File: config.mk
export PLATFORM = sky130hd
export DESIGN_NAME = debug_host
export DESIGN_NICKNAME = d
export VERILOG_FILES = /design/src/rtl/debug_host.sv
export SDC_FILE = /design/constraint.sdc
export NUM_CORES = 1
export LEC_CHECK = 0
export ABC_CLOCK_PERIOD_IN_PS = 2700
export BUFFER_PORTS_ARGS = -buffer_cell sky130_fd_sc_hd__clkbuf_2
export CELL_PAD_IN_SITES_DETAIL_PLACEMENT = 0
export CELL_PAD_IN_SITES_GLOBAL_PLACEMENT = 1
export CORE_MARGIN = 5
export CORE_UTILIZATION = 35
export CTS_BUF_LIST = sky130_fd_sc_hd__clkbuf_2 sky130_fd_sc_hd__clkbuf_4 sky130_fd_sc_hd__clkbuf_8
export DETAILED_ROUTE_END_ITERATION = 8
export PLACE_DENSITY = 0.81
export SLEW_MARGIN = 10
export SYNTH_ARGS = -nofsm -noshare
export SYNTH_HDL_FRONTEND = slang
export SYNTH_SLANG_ARGS = --single-unit
File: constraint.sdc
create_clock -name clk -period 2.7 [get_ports clk]
set_input_delay 0.135 -clock clk [delete_from_list [all_inputs] [get_ports clk]]
set_output_delay 0.135 -clock clk [all_outputs]
set_load 0.05 [all_outputs]
File: src/rtl/debug_host.sv
// Host-side master for the CPU wrapper's debug port.
// Issues single-step pulses to the core and scans debug addresses 0..NUM_ADDR-1.
// Each captured word is streamed out on a valid/ready interface.
// Ports:
//   clk, rst                 clock and synchronous active-low reset
//   mode_debug               hold core in debug mode (registered onto debug_en)
//   step_req, scan_req       one-cycle requests, honoured only while idle
//   debug_en/step/addr       drive the wrapper debug port
//   debug_data               word read back from the wrapper
//   out_valid/ready/addr/data  captured-word stream
//   busy                     high whenever the FSM is not idle
//   scan_done                one-cycle pulse after the last word is accepted
//   step_count               number of step pulses issued (wraps)
module debug_host #(
  parameter int unsigned NUM_ADDR   = 128,
  parameter int unsigned READ_LAT   = 1,
  parameter int unsigned SETTLE_CYC = 2
) (
  input  logic        clk,
  input  logic        rst,
  input  logic        mode_debug,
  input  logic        step_req,
  input  logic        scan_req,
  output logic        debug_en,
  output logic        debug_step,
  output logic [6:0]  debug_addr,
  input  logic [31:0] debug_data,
  output logic        out_valid,
  input  logic        out_ready,
  output logic [6:0]  out_addr,
  output logic [31:0] out_data,
  output logic        busy,
  output logic        scan_done,
  output logic [31:0] step_count
);

  typedef enum logic [2:0] {
    StIdle, StStep, StSettle, StAddr, StWait, StPush, StDone
  } state_e;

  localparam logic [6:0]  LastIdx   = 7'(NUM_ADDR - 1);
  localparam logic [15:0] SettleEnd = 16'(SETTLE_CYC - 1);
  localparam logic [15:0] WaitEnd   = 16'(READ_LAT - 1);

  state_e      state_q;
  logic [6:0]  idx_q;
  logic [15:0] cnt_q;

  // All outputs are registered: each is loaded on the edge that enters the
  // state in which it must be visible.
  always_ff @(posedge clk) begin
    if (!rst) begin
      state_q    <= StIdle;
      idx_q      <= '0;
      cnt_q      <= '0;
      debug_en   <= 1'b0;
      debug_step <= 1'b0;
      debug_addr <= '0;
      out_valid  <= 1'b0;
      out_addr   <= '0;
      out_data   <= '0;
      busy       <= 1'b0;
      scan_done  <= 1'b0;
      step_count <= '0;
    end else begin
      debug_en   <= mode_debug;
      debug_step <= 1'b0;
      scan_done  <= 1'b0;
      unique case (state_q)
        StIdle: begin
          // A step also covers a simultaneous scan request.
          if (step_req && mode_debug) begin
            state_q    <= StStep;
            debug_step <= 1'b1;
            step_count <= step_count + 32'd1;
            busy       <= 1'b1;
          end else if (scan_req) begin
            state_q    <= StAddr;
            idx_q      <= '0;
            debug_addr <= '0;
            busy       <= 1'b1;
          end
        end
        StStep: begin
          if (SETTLE_CYC == 0) begin
            state_q    <= StAddr;
            idx_q      <= '0;
            debug_addr <= '0;
          end else begin
            state_q <= StSettle;
            cnt_q   <= '0;
          end
        end
        StSettle: begin
          if (cnt_q == SettleEnd) begin
            state_q    <= StAddr;
            idx_q      <= '0;
            debug_addr <= '0;
          end else begin
            cnt_q <= cnt_q + 16'd1;
          end
        end
        StAddr: begin
          state_q <= StWait;
          cnt_q   <= '0;
        end
        StWait: begin
          if (cnt_q == WaitEnd) begin
            out_data  <= debug_data;
            out_addr  <= idx_q;
            out_valid <= 1'b1;
            state_q   <= StPush;
          end else begin
            cnt_q <= cnt_q + 16'd1;
          end
        end
        StPush: begin
          if (out_ready) begin
            out_valid <= 1'b0;
            if (idx_q == LastIdx) begin
              state_q   <= StDone;
              scan_done <= 1'b1;
            end else begin
              idx_q      <= idx_q + 7'd1;
              debug_addr <= idx_q + 7'd1;
              state_q    <= StAddr;
            end
          end
        end
        StDone: begin
          state_q <= StIdle;
          busy    <= 1'b0;
        end
        default: begin
          state_q <= StIdle;
          busy    <= 1'b0;
        end
      endcase
    end
  end

endmodule

==> results.ini, run 1 <==
[outcome]
run_status=completed

[synthesis]
syn_area_um2=4454
ys.flop_type=dfxtp_1
yosys_register_bits=102
synth_cell_types=55
synth.area.top_cells=dfxtp_1, nand2_1, a21oi_1
syn_avg_cell_area_um2=8.233
synth_edf_count=0
synth_warnings=0
async_flop_share_pct=0
seq_area_frac_synth_pct=45.84
synthCells=541
netlist.area_leader.share_pct=45.84
syn-num-nets=584
synth_top_area_cell=dfxtp_1

[floorplan]
die_x_um=122.8
die-area_um2=15080
row_count=41
initial_utilization_pct=35.44
core_region_area_um2=12570
die_h_um=122.8
num_io_pins=121

[grt]
grt_use_met3_pct=3.456
top_usage_layer=met2
grt_use_met1_pct=21.15
use_met2_pct=26.72
grt_pass1_wl_um=19850
grt_max_degree=42
grt_use_total_pct=16.19
antenna_found_initial=0
gr-total-overflow=0
grt_pass1_vias=4143

[run]
max_cap_viol_count=0

[cts]
clk_pin_slew_ns=0.09
insertion_delay_ns=0.37
cts.path.max_buffers=2
postCtsSetupRepairBufs=0
cts_max_level=3
cts_sinks=102
root_buffer=clkbuf_8
cts_made_buffers=9
cts_tree=done

[finish]
insertedDiodeCount=0
final_cell_mix=clkbuf_2, nand2_1, dfxtp_1
fin_cells=870
final_nets=736
syn_to_final_growth_pct=30.90
layout_commonest_cell=clkbuf_2
fin_area_um2=5831
drive_gt1_share_pct=24.07
final_core_util_pct=46.39

[pwr]
p_leak_nw=2.268
ir_drop_mv=0.2621
p_per_area_nw_per_um2=601.1

[worst_hold_path]
min_from=mode_debug
whs_endpoint=debug_en
hp-class=primary input to flop
hold_depth=2

[timing]
finalCritPeriodShare_pct=92.21
fmax_ghz=0.4017
tns_ns=0
rsz0062_at_grt=no
finalHoldViolations=0
final-setup-viol-count=0
finalHoldWorstSlack_ns=0.03538
slew_viol_final=0
slew_headroom_pct=59.45
tightest_slew_ns=0.6045
fin_crit_ns=2.490
finalClockSkew_ns=0.008081

[place]
dp.cells=822
dp_hpwl_um=8372
io_buffers=120
placed_cell_area_um2=5283
finalWeightedCongestion=0.7841

[drt]
first_pass_iters=5
wl_um=12130
via_per_inst=4.974
first_iter_violations=320
ant_nets=0
drc=0
avgRoutedWirePerCell_um=13.94
vias=4327

[critical_path]
critPathRequiredTime_ns=2.96
r2r_start=cnt_q[1]
end_kind=flop
arrival_ns=2.75
crit_fanout=9
crit_type=flop to flop
reg2regPathDepth=7
cp-start-kind=flop
reg2reg_to=idx_q[3]
r2r_slack_ns=0.21

metal layers:
| layer | up-vias | part of all wire (%) |
|---|---|---|
| li1 | 2208 | - |
| met1 | 1980 | 46 |
| met2 | 126 | 47 |
| met3 | 13 | 5.4 |
| met4 | 0 | 1.3 |
| met5 | - | 0 |
report_power, final:
part,total (mW),internal [mW],switching (mW),leakage [nW]
registers,1.60,1.56,0.0403,0.823
clock network,1.09,0.580,0.513,0.114
logic,0.809,0.282,0.527,1.33
total,3.50,2.42,1.08,2.27
layout make-up:
cell class | instances | area (um2)
Inverter | 7 | 26.28
Clock buffer | 13 | 160.2
Clock inverter | 3 | 67.56
Timing Repair Buffer | 168 | 1054
Sequential cell | 102 | 2042
Fill cell | 1205 | 6738
Tap cell | 172 | 215.2
Multi-Input combinational cell | 405 | 2266
worst max-delay path, cell delays in order, from the launching register on:
cell and delay (ns):
dfxtp_1 0.34, inv_1 0.11, ha_1 0.17, or3b_2 0.46
o41a_1 0.42, a211oi_4 0.49, nand2_4 0.11, o41ai_2 0.30
flip-flops by register name (all words and copies together) (netlist names):
signal,cells
busy,1
cnt_q,16
debug_en,1
debug_step,1
idx_q,7
out_addr,7
out_data,32
out_valid,1
scan_done,1
state_q,3
step_count,32
Yosys cell counts (all sizes together) (2+ instances only):
cell,n
and4,5
a31oi,2
and3,5
dfxtp,102
mux2i,2
buf,9
nand3b,4
nor4,6
a211oi,6
and2,7
nor2,32
inv,7
a21oi,64
o21bai,2
or4,6
or3,14
o31ai,2
ha,5
or2,3
or3b,4
o21a,3
o22ai,6
nand2,116
xnor2,6
nor3b,2
nand4,16
nor2b,2
nor3,5
nand2b,3
nand3,23
clkbuf,18
o41ai,3
o21ai,20
xor2,19
worst max-delay path by stage:
stage	start	to	slack (ns)	depth (start not counted)
2_1_floorplan	step_count[4]	step_count[31]	0.34	5
3_3_place_gp	cnt_q[1]	idx_q[3]	0.34	7
3_5_place_dp	cnt_q[1]	idx_q[3]	0.26	7
4_1_cts	cnt_q[1]	idx_q[3]	0.24	7
5_1_grt	cnt_q[1]	idx_q[3]	0.11	7
6_report	cnt_q[1]	idx_q[3]	0.21	7
cells by family (layout without fill, tap and decap cells):
kind of cell | count (synthesis) | in the layout | share of synthesized area, %
AND/OR/NAND/NOR | 256 | 256 | 28.40
AO/OA/AOI/OAI | 117 | 117 | 15.70
flip-flops | 102 | 102 | 45.84
buffers and inverters | 34 | 191 | 3.287
XOR/XNOR | 25 | 25 | 4.916
adder cells (fa/ha/maj) | 5 | 5 | 1.404
multiplexers | 2 | 2 | 0.4495
stage by stage:
stage | total power, mW | worst slack, ns
floorplan | 2.201 | 0.3392
global placement | 2.400 | 0.3408
detailed placement | 2.406 | 0.2647
CTS | 3.542 | 0.2386
global route | 3.688 | 0.1072
finish | 3.505 | 0.2103
what timing repair did:
| item | CTS | global route |
|---|---|---|
| resized for setup | 0 | 0 |
| endpoints found under the hold margin | 32 | 0 |
| endpoints found under the setup margin | 0 | 0 |
| hold buffers | 32 | 0 |
Power figures use the tool's default switching activity.
==> inputs of run 2 (changes only) <==
CELL_PAD_IN_SITES_DETAIL_PLACEMENT = 1   (was 0)
==> run 2 against run 1 <==
  * Sequential cell count unchanged
  * Register-to-register slack about the same
  * Highest routed layer unchanged
  * Utilization down 0.66 points
  * Critical endpoint unchanged
  * Final area down 1.4%
  * Clock-buffer cell count down 1
  * Sequential power about the same
  * Via count up 4.1%
  * Global-route usage up 2.2 points
  * Setup slack better by 0.0097 ns
  * Largest cell class unchanged
  * Power down 5.1%
  * Sequential share of layout area up 0.50 points
==> results.ini, run 2 (synthesized netlist as in run 1, its figures left out) <==
[floorplan]
core_region_area_um2=12570
die_h_um=122.8
die_x_um=122.8
num_io_pins=121
die-area_um2=15080
row_count=41
initial_utilization_pct=35.44

[place]
placed_cell_area_um2=5283
dp_hpwl_um=9750
dp.cells=822
io_buffers=120
finalWeightedCongestion=0.7841
place_ws_ns=0.2229

[pwr]
p_per_area_nw_per_um2=578.9
ir_drop_mv=0.2908
p_leak_nw=2.235

[critical_path]
arrival_ns=2.75
end_kind=flop
crit_type=flop to flop
crit_fanout=9
cp-start-kind=flop
critPathRequiredTime_ns=2.97

[drt]
first_pass_iters=4
wl_um=13880
ant_nets=0
avgRoutedWirePerCell_um=16.01
first_iter_violations=234
drc=0
vias=4505
via_per_inst=5.196

[cts]
clk_pin_slew_ns=0.10
cts.path.max_buffers=2
cts_tree=done
root_buffer=clkbuf_8
cts_sinks=102
cts_made_buffers=9
postCtsSetupRepairBufs=0
insertion_delay_ns=0.38
cts_max_level=3

[timing]
slew_viol_final=0
fin_crit_ns=2.480
rsz0062_at_grt=no
final-setup-viol-count=0
slew_headroom_pct=60.74
fin_ws_ns=0.2200
tns_ns=0
finalCritPeriodShare_pct=91.85
tightest_slew_ns=0.5854
finalHoldViolations=0
finalClockSkew_ns=0.01324
fmax_ghz=0.4032

[finish]
layout_commonest_cell=clkbuf_2
drive_gt1_share_pct=24.17
syn_to_final_growth_pct=29.04
fin_cells=867
insertedDiodeCount=0
fillerInstances=1556
fin_area_um2=5748
top_regs=out_data: 32 flops, step_count: 32 flops, cnt_q: 16 flops
final_cell_mix=clkbuf_2, nand2_1, dfxtp_1
final_nets=733

[worst_hold_path]
hp-class=primary input to flop

[grt]
grt_pass1_vias=4666
grt_max_degree=42
antenna_found_initial=0
gr-total-overflow=0
grt_use_total_pct=18.42
grt_pass1_wl_um=22430

[run]
max_cap_viol_count=0

[outcome]
run_status=completed

run 2: cell count changes in the layout (fill, tap and decap cells not counted), sizes merged:
cell,before,now
bufinv,2,0
dlygate4sd3,32,29
clkbuf,133,132
clkinv,0,3
run 2: path summary, 6_finish.rpt:
path,slack [ns],start,endpoint,cells after the start
max reg2reg,0.22,cnt_q[1],idx_q[3],7
min,0.01,debug_data[7],out_data[7],3
max,0.22,cnt_q[1],idx_q[3],7
min reg2reg,0.45,out_data[10],out_data[10],2
run 2: what timing repair did:
action,4_1_cts,5_1_grt
resized for setup,0,0
endpoints found under the hold margin,28,1
hold buffers,28,1
run 2: stage by stage:
stage | utilization, % | hold WS [ns] | power [mW]
after global placement | 42.03 | 0.3621 | 2.400
after floorplan | - | 0.2567 | 2.201
final | 45.73 | 0.01262 | 3.327
after global routing | 45.73 | 0.005375 | 3.510
after CTS | 45.65 | 0.0004672 | 3.358
after detailed placement | 42.03 | 0.3690 | 2.430
run 2: routing by layer:
layer	share of wire, %	vias to the layer above	GRT usage [%]
met1	43	2171	22.24
li1	-	2194	-
met2	50	119	32.52
met3	5.4	21	3.410
met4	2.0	0	6.648
met5	0	-	0
run 2: power breakdown:
group	leakage [nW]	internal [mW]	switching [mW]
combinational	1.32	0.280	0.550
sequential	0.823	1.56	0.0426
clock	0.0930	0.377	0.516
run 2: cell type report:
type	instances	area, um2	share of cell area, %
multi-input combinational	405	2266	39.42
inverter	7	26.28	0.4571
timing repair buffer	165	1023	17.81
clock inverter	4	22.52	0.3918
clock buffer	12	152.6	2.656
sequential	102	2042	35.52
tap	172	215.2	3.744
run 2: critical path: stages, from the launching register on:
cell	delay, ns
dfxtp_1	0.35
inv_1	0.12
ha_1	0.16
or3b_2	0.46
o41a_1	0.41
a211oi_4	0.48
nand2_4	0.11
o41ai_2	0.29
==> inputs of run 3 (changes only) <==
CTS_CLUSTER_SIZE = 10   (was default)
RECOVER_POWER = 50   (was default)
==> run 3 against run 2 <==
  * Setup slack lost 0.0032 ns
  * Maximum frequency shrank 0.13%
  * Via count grew 0.11%
  * Sequential share of layout area grew 0.71 points
  * Combinational power shrank 1%
  * Critical path depth is the same
  * Utilization shrank 0.90 points
  * Die area is the same
  * Routed wire length grew 0.55%
  * Sequential cell count is the same
  * Final cell count is the same
  * Register-to-register slack is essentially flat
  * Critical endpoint unchanged
==> results.ini, run 3 (synthesized netlist as in run 1, its figures left out) <==
[outcome]
run_status=completed

[timing]
slew_headroom_pct=33.47
rsz0062_at_grt=no
tightest_slew_ns=0.9979
finalHoldWorstSlack_ns=0.01240
finalClockSkew_ns=0.01330
tns_ns=0
finalCritPeriodShare_pct=91.97
final-setup-viol-count=0
finalHoldViolations=0
fin_crit_ns=2.483
slew_viol_final=0
fin_ws_ns=0.2168
fmax_ghz=0.4027

[pwr]
p_seq_share_pct=48.4
p_switching_mw=1.109
p_leak_nw=1.937
p_per_area_nw_per_um2=588.2
swShare_pct=33.45
pwr-share-clk_pct=26.9
comb_power_share_pct=24.7
intPower_mw=2.206
ir_drop_mv=0.2863

[grt]
antenna_found_initial=0
gr-total-overflow=0
grt_use_total_pct=18.42
grt_max_degree=42
grt_pass1_vias=4666
grt_pass1_wl_um=22430

[finish]
fillerInstances=1595
syn_to_final_growth_pct=26.52
layout_commonest_cell=nand2_1
final_cell_mix=nand2_1, dfxtp_1, clkbuf_1
final_nets=733
seq_area_um2=2042
multi_input_area_um2=2266
drive_gt1_share_pct=11.65
insertedDiodeCount=0
top_regs=out_data: 32 flops, step_count: 32 flops, cnt_q: 16 flops

[place]
io_buffers=120
dp_hpwl_um=9750
place_ws_ns=0.2229
finalWeightedCongestion=0.7841

[cts]
root_buffer=clkbuf_8
cts.path.max_buffers=2
insertion_delay_ns=0.38
postCtsSetupRepairBufs=0
clk_pin_slew_ns=0.10
cts_sinks=102
cts_made_buffers=9
cts_max_level=3
cts_tree=done

[critical_path]
arrival_ns=2.76
crit_type=flop to flop
end_kind=flop
crit_fanout=9
cp-start-kind=flop
critPathRequiredTime_ns=2.97

[drt]
first_pass_iters=4
drc=0
via_per_inst=5.202
avgRoutedWirePerCell_um=16.10
vias=4510
first_iter_violations=260
wl_um=13960
ant_nets=0

[floorplan]
core_region_area_um2=12570
num_io_pins=121
row_count=41
die-area_um2=15080
die_x_um=122.8
initial_utilization_pct=35.44
die_h_um=122.8

[worst_hold_path]
hp-class=primary input to flop

[run]
max_cap_viol_count=0

-- run 3: worst paths after layout --
check	start	to	slack, ns	cells after the start
hold reg to reg	out_data[10]	out_data[10]	0.45	2
setup / recovery	cnt_q[1]	idx_q[3]	0.22	7
setup reg to reg	cnt_q[1]	idx_q[3]	0.22	7
hold / removal	debug_data[7]	out_data[7]	0.01	3
-- run 3: per-stage QoR --
step / instances / power, mW / cell area, um2 / util, %
global route: 867 / 3.497 / 5635 / 44.84
global placement: 822 / 2.400 / 5283 / 42.03
finish: 867 / 3.315 / 5635 / 44.84
floorplan: 541 / 2.201 / 4454 / -
detailed placement: 822 / 2.430 / 5283 / 42.03
CTS: 866 / 3.358 / 5738 / 45.65
-- run 3: per-layer routing --
layer | wire (um) | global-route usage, % | vias to the layer above
met5 | 0 | 0 | -
met4 | 272 | 6.648 | 0
li1 | - | - | 2195
met3 | 653 | 3.410 | 21
met2 | 6952 | 32.52 | 112
met1 | 6077 | 22.24 | 2182
-- run 3: power by group through the flow --
stage               combinational, mW  clock, mW  sequential [mW]
finish                          0.818      0.892             1.60
global route                    0.890      0.995             1.61
CTS                             0.824      0.928             1.61
detailed placement              0.789          0             1.64
global placement                0.766          0             1.63
floorplan                       0.431          0             1.77
-- run 3: final cells by class --
type | instances | area share (%)
multi-input cells | 405 | 40.21
flip-flops and latches | 102 | 36.23
repair buffers | 165 | 16.16
well taps | 172 | 3.819
clock buffers | 12 | 2.709
inverters | 7 | 0.4663
clock inverters | 4 | 0.3996
-- run 3: what timing repair did --
item / CTS / global route
endpoints found under the hold margin: 28 / 1
hold buffers: 28 / 1
gates resized for setup: 0 / 0
-- run 3: worst max-delay path, stage by stage (launching register included) --
cell and delay (ns):
dfxtp_1 0.35, inv_1 0.12, ha_1 0.16, or3b_2 0.46, o41a_1 0.41, a211oi_4 0.48, nand2_4 0.11, o41ai_2 0.29
